==> config.mk <==
export PLATFORM = sky130hd
export DESIGN_NAME = lfsr_xor_byte_cipher
export DESIGN_NICKNAME = d
export VERILOG_FILES = /design/src/rtl/lfsr_xor_byte_cipher.sv
export SDC_FILE = /design/constraint.sdc
export NUM_CORES = 1
export LEC_CHECK = 0
export BUFFER_PORTS_ARGS = -buffer_cell sky130_fd_sc_hd__buf_4
export CORE_MARGIN = 1.5
export CORE_UTILIZATION = 57
export CTS_BUF_LIST = sky130_fd_sc_hd__clkbuf_16
export CTS_CLUSTER_SIZE = 30
export DETAILED_ROUTE_END_ITERATION = 8
export PLACE_DENSITY_LB_ADDON = 0.15
export SETUP_SLACK_MARGIN = 0.2
export SLEW_MARGIN = 40
export SYNTH_ARGS = -nofsm -noshare
export SYNTH_HDL_FRONTEND = slang
export SYNTH_SLANG_ARGS = --single-unit
==> constraint.sdc <==
create_clock -name clk -period 2.5 [get_ports clk]
set_input_delay 0.5 -clock clk [delete_from_list [all_inputs] [get_ports clk]]
set_output_delay 0.5 -clock clk [all_outputs]
set_load 0.03 [all_outputs]
==> src/rtl/lfsr_xor_byte_cipher.sv <==
// lfsr_xor_byte_cipher: packs the LFSR keystream (1 bit/clk, first bit in the MSB) into bytes,
//   buffers them in a small FIFO and XORs one buffered byte onto each accepted data byte.
// Latency: 1 clk from accepted input (in_valid && in_ready) to out_valid.
// Backpressure: out_valid/out_data hold while !out_ready. in_ready drops when the output
//   register is blocked or no keystream byte is buffered. The packer never stalls, so a
//   keystream byte that finds the FIFO full is dropped and ks_overrun latches.
//
// Ports:
//   clk, rst          clock; asynchronous active-high reset, shared with the LFSR
//   ks_bit            keystream bit from the LFSR, sampled every posedge while rst is low
//   in_data/_valid    input byte (plaintext or ciphertext), with valid
//   in_ready          combinational: a keystream byte is buffered and the output can take a byte
//   out_data/_valid   registered result in_data ^ keystream byte, with valid
//   out_ready         sink accepts out_data
//   ks_level          number of buffered keystream bytes (0..KS_DEPTH)
//   ks_overrun        sticky until rst: a keystream byte was dropped, so sync with the far end is lost
//   byte_cnt          completed output transfers, wraps (present only with BYTE_CNT_EN)
//
// Build option: define BYTE_CNT_EN to add the byte_cnt port and its counter.

module lfsr_xor_byte_cipher #(
    parameter int KS_DEPTH = 4,
    parameter int CNT_W    = 16
) (
    input  logic                        clk,
    input  logic                        rst,
    input  logic                        ks_bit,
    input  logic [7:0]                  in_data,
    input  logic                        in_valid,
    output logic                        in_ready,
    output logic [7:0]                  out_data,
    output logic                        out_valid,
    input  logic                        out_ready,
    output logic [$clog2(KS_DEPTH):0]   ks_level,
    output logic                        ks_overrun
`ifdef BYTE_CNT_EN
    ,
    output logic [CNT_W-1:0]            byte_cnt
`endif
);

    localparam int PTR_W = $clog2(KS_DEPTH);
    localparam int LVL_W = PTR_W + 1;
    localparam logic [LVL_W-1:0] FULL_LVL = LVL_W'(KS_DEPTH);

    // Pointer wrap-around relies on the depth being an exact power of two.
    if (KS_DEPTH < 2 || (KS_DEPTH & (KS_DEPTH - 1)) != 0 || CNT_W < 1) begin : g_param_check
        $error("lfsr_xor_byte_cipher: KS_DEPTH must be a power of 2 >= 2 and CNT_W >= 1");
    end

    // ------------------------------------------------------------------
    // State
    // ------------------------------------------------------------------
    // Only 7 bits of history are needed: on the 8th bit the byte is
    // {sr_q, ks_bit} and goes straight into the FIFO.
    logic [6:0]       sr_q,       sr_d;
    logic [2:0]       bitcnt_q,   bitcnt_d;
    logic [PTR_W-1:0] wr_ptr_q,   wr_ptr_d;
    logic [PTR_W-1:0] rd_ptr_q,   rd_ptr_d;
    logic [LVL_W-1:0] level_q,    level_d;
    logic             overrun_q,  overrun_d;
    logic [7:0]       out_data_q, out_data_d;
    logic             out_vld_q,  out_vld_d;

    logic [7:0]       mem_q [KS_DEPTH];

    // ------------------------------------------------------------------
    // Control terms
    // ------------------------------------------------------------------
    logic       byte_done;
    logic [7:0] push_byte;
    logic       fifo_full;
    logic       fifo_empty;
    logic       in_fire;
    logic       out_fire;
    logic       push;
    logic [7:0] head_byte;

    assign byte_done  = (bitcnt_q == 3'd7);
    assign push_byte  = {sr_q, ks_bit};
    assign fifo_full  = (level_q == FULL_LVL);
    assign fifo_empty = (level_q == '0);
    assign head_byte  = mem_q[rd_ptr_q];

    // in_ready deliberately ignores in_valid so a source may wait for it.
    // While rst is high level_q is already forced to zero, so in_ready is low.
    assign in_ready = !fifo_empty && (!out_vld_q || out_ready);
    assign in_fire  = in_valid && in_ready;
    assign out_fire = out_vld_q && out_ready;

    // A pop in the same cycle frees the slot the new byte needs, so a full
    // FIFO still accepts the push. The write lands on the slot being read,
    // which is fine: the read uses the pre-edge contents.
    assign push = byte_done && (!fifo_full || in_fire);

    // ------------------------------------------------------------------
    // Next-state logic
    // ------------------------------------------------------------------
    always_comb begin
        sr_d       = {sr_q[5:0], ks_bit};
        bitcnt_d   = bitcnt_q + 3'd1;
        wr_ptr_d   = wr_ptr_q;
        rd_ptr_d   = rd_ptr_q;
        level_d    = level_q;
        overrun_d  = overrun_q;
        out_data_d = out_data_q;
        out_vld_d  = out_vld_q;

        if (push) begin
            wr_ptr_d = wr_ptr_q + PTR_W'(1);
        end
        if (byte_done && !push) begin
            overrun_d = 1'b1;
        end

        if (in_fire) begin
            rd_ptr_d = rd_ptr_q + PTR_W'(1);
        end

        // Simultaneous push and pop leaves the occupancy unchanged.
        case ({push, in_fire})
            2'b10:   level_d = level_q + LVL_W'(1);
            2'b01:   level_d = level_q - LVL_W'(1);
            default: level_d = level_q;
        endcase

        // A new transfer takes priority over draining so the output can
        // run at one byte per clock when the sink keeps up.
        if (in_fire) begin
            out_data_d = in_data ^ head_byte;
            out_vld_d  = 1'b1;
        end else if (out_fire) begin
            out_vld_d  = 1'b0;
        end
    end

    // ------------------------------------------------------------------
    // Registers
    // ------------------------------------------------------------------
    always_ff @(posedge clk or posedge rst) begin
        if (rst) begin
            sr_q       <= '0;
            bitcnt_q   <= '0;
            wr_ptr_q   <= '0;
            rd_ptr_q   <= '0;
            level_q    <= '0;
            overrun_q  <= 1'b0;
            out_data_q <= '0;
            out_vld_q  <= 1'b0;
        end else begin
            sr_q       <= sr_d;
            bitcnt_q   <= bitcnt_d;
            wr_ptr_q   <= wr_ptr_d;
            rd_ptr_q   <= rd_ptr_d;
            level_q    <= level_d;
            overrun_q  <= overrun_d;
            out_data_q <= out_data_d;
            out_vld_q  <= out_vld_d;
        end
    end

    // Storage needs no reset: level_q and the pointers define what is valid.
    always_ff @(posedge clk) begin
        if (push) begin
            mem_q[wr_ptr_q] <= push_byte;
        end
    end

    assign out_data   = out_data_q;
    assign out_valid  = out_vld_q;
    assign ks_level   = level_q;
    assign ks_overrun = overrun_q;

`ifdef BYTE_CNT_EN
    logic [CNT_W-1:0] byte_cnt_q, byte_cnt_d;

    always_comb begin
        byte_cnt_d = byte_cnt_q;
        if (out_fire) begin
            byte_cnt_d = byte_cnt_q + CNT_W'(1);
        end
    end

    always_ff @(posedge clk or posedge rst) begin
        if (rst) begin
            byte_cnt_q <= '0;
        end else begin
            byte_cnt_q <= byte_cnt_d;
        end
    end

    assign byte_cnt = byte_cnt_q;
`endif

endmodule

==> results.sh <==
export IMPL_skew_ps=4.73
export IMPL_syn_nets=165
export IMPL_critical_path_max_fanout=2
export IMPL_synth_yosys_seq_area_share=0.686
export IMPL_critical_path_most_common_cell="ha_1"
export IMPL_setup_ws_ps=387
export IMPL_placed_cell_area_um2=2630
export IMPL_path_class="register to register"
export IMPL_num_vias=1276
export IMPL_hold_buffers=0
export IMPL_vdd_drop_max_mv=0.629
export IMPL_num_io_pins=27
export IMPL_ant_nets=0
export IMPL_antenna_cells=0
export IMPL_hold_class="primary input to asynchronous set/reset pin"
export IMPL_final_common_cell="edfxtp_1"
export IMPL_hold_viol_final=0
export IMPL_crit_chain="ha_1 -> ha_1 -> nor4_2 -> inv_1 -> fa_1 -> a31oi_1 -> a32oi_1 -> xnor2_1"
export IMPL_clkSinkCount=59
export IMPL_nets=199
export IMPL_cts_resized=0
export IMPL_wl_met2_mm=2.13
export IMPL_wirelength_mm=4.02
export IMPL_post_dp_hpwl_mm=2.57
export IMPL_arrival_ps=2300
export IMPL_root_buffer="clkbuf_16"
export IMPL_netlist_top_cells_area="edfxtp_1 (40%), dfrtp_1 (28%), mux4_2 (7.5%)"
export IMPL_timing_setup_tns_ps=0
export IMPL_path_delay_family="adder cells"
export IMPL_reg2reg_from="bitcnt_q[0]$_DFF_PP0_"
export IMPL_endpoint_kind="register"
export IMPL_synth_ff_latch_count=59
export IMPL_maxSlewViolCount=0
export IMPL_drive_above_1_share=0.315
export IMPL_cpPeakStageDelay_ps=410
export IMPL_cpMaxStageDelayCell="fa_1"
export IMPL_avgSynthCellArea_um2=16.5
export IMPL_synth_edf_count=32
export IMPL_gr_usage_all_layers=0.210
export IMPL_routabilityCongestion=0.785
export IMPL_dieArea_um2=4590
export IMPL_cp_num_buf_inv=1
export IMPL_cellLeakagePower_nw=1.21
export IMPL_dp_slack_ps=310
export IMPL_grt_pass1_wl_mm=6.51
export IMPL_ys_warn_count=0
export IMPL_syn2layout_area_growth_pct=24.2
export IMPL_status="finished clean"
export IMPL_cap_violations=0
export IMPL_fin_crit_ps=2110
export IMPL_final_area_um2=2960
export IMPL_core_area_um2=4000
export IMPL_dr_max_layer_used="met4"
export IMPL_rsz0062_at_grt="false"
export IMPL_multi_input_area_um2=688
export IMPL_clock_latency_ps=310
export IMPL_slew_headroom=0.597
export IMPL_cts_made_buffers=9
export IMPL_portBuffers=26
export IMPL_cellPowerDensity_nw_per_um2=1240
export IMPL_path_clk_slew_ps=50
export IMPL_clk_path_buf_depth=2
export IMPL_ys_async_sr_fraction=0.458
export IMPL_r2r_slack_ps=390
export IMPL_grt_pass1_vias=1360
export IMPL_ys_types=33
export IMPL_grt_max_degree=26
export IMPL_initial_utilization=0.597
export IMPL_drtIter0Drc=38
export IMPL_startpoint="bitcnt_q[0]$_DFF_PP0_"
export IMPL_synth_flop_cell="edfxtp_1"
export IMPL_wl_met1_mm=1.70
export IMPL_yosysTopAreaCell="edfxtp_1"
export IMPL_period_share=0.845
export IMPL_routedWlPerCell_um=17.2
export IMPL_grt_overflow=0
export IMPL_layout_common_cells="edfxtp_1 (32), buf_4 (28), dfrtp_1 (27)"
export IMPL_drtPass1Iterations=4
export IMPL_post_route_drc_count=0
export IMPL_htreeDepth=3
export IMPL_cts_tree="yes"
export IMPL_synth_top_area_share=0.403
export IMPL_die_h_um=67.7
export IMPL_required_ps=2690
export IMPL_rows=23
export IMPL_r2r_cells=8
export IMPL_syn_inst=145
export IMPL_start_kind="register"
export IMPL_met3_length_um=155
export IMPL_via_per_inst=5.45
export IMPL_fillers=252
export IMPL_worst_pin_slew_ps=605
export IMPL_die_w_um=67.7
export IMPL_max_freq_ghz=0.473
export IMPL_synthesis_area_um2=2390
export IMPL_regArea_um2=1640
export IMPL_setup_viol=0
export IMPL_antenna_found_initial=0
export IMPL_postCtsSetupBuffers=0
export IMPL_r2r_end="ks_level[2]$_DFFE_PP0P_"
## sequential cells by signal, summed over array words and instances (netlist names)
register    count
out_data        8
rd_ptr_q        2
ks_level        3
mem_q          32
wr_ptr_q        2
ks_overrun      1
sr_q            7
out_valid       1
bitcnt_q        3
## cell usage after synthesis, drive strengths merged (2+ instances only)
cell and count:
inv 9, mux4 8, nor3 3, a31oi 2, o21ai 8, ha 6, dfrtp 27, buf 3
and3 5, nand2 10, edfxtp 32, xnor2 12, clkbuf 2
## worst reg2reg max path, delay by kind of cell, from the launching register on
family | cells | cell delay (ps)
compound gates | 2 | 340
xor+xnor | 1 | 160
fa+ha+maj | 3 | 820
buf+inv | 1 | 90
flops | 1 | 390
simple gates | 1 | 200
## cells by family after synthesis
family,synth area share
buf+inv,0.0288
compound gates,0.0577
flops,0.686
simple gates,0.0639
mux,0.0802
fa+ha+maj,0.0398
xor+xnor,0.0440
## final cells by class
type,instances,area share
clock buffers,9,0.0760
clock inverters,7,0.0363
inverters,9,0.0114
multi-input cells,72,0.232
flip-flops and latches,59,0.552
well taps,50,0.0211
repair buffers,28,0.0709
## report_power, final
group,total (mW),internal [mW],switching (mW)
combinational,0.970,0.450,0.520
sequential,1.34,1.16,0.178
clock,1.36,0.961,0.396
## worst max-delay path by stage
| stage | to | slack (ps) | cells after the start |
|---|---|---|---|
| 2_1_floorplan | ks_level[2]$_DFFE_PP0P_ | 290 | 9 |
| 3_3_place_gp | ks_level[2]$_DFFE_PP0P_ | 410 | 8 |
| 3_5_place_dp | ks_level[2]$_DFFE_PP0P_ | 310 | 8 |
| 4_1_cts | ks_level[2]$_DFFE_PP0P_ | 250 | 8 |
| 5_1_grt | ks_level[2]$_DFFE_PP0P_ | 270 | 8 |
| 6_report | ks_level[2]$_DFFE_PP0P_ | 390 | 8 |
## metal layers
| layer | up-vias | global-route usage |
|---|---|---|
| li1 | 601 | - |
| met1 | 641 | 0.242 |
| met2 | 30 | 0.346 |
| met3 | 4 | 0.0783 |
| met4 | 0 | 0.0969 |
| met5 | - | 0 |
## per-stage QoR
| step | instances | hold WS [ps] | utilization | power (mW) |
|---|---|---|---|---|
| 5_1_grt | 234 | 45.4 | 0.741 | 3.85 |
| 3_5_place_dp | 218 | 372 | 0.656 | 2.33 |
| 4_1_cts | 234 | 36.0 | 0.739 | 3.70 |
| 6_report | 234 | 43.8 | 0.741 | 3.67 |
| 2_1_floorplan | 145 | 397 | - | 2.05 |
| 3_3_place_gp | 218 | 371 | 0.656 | 2.29 |
Power figures use the tool's default switching activity.
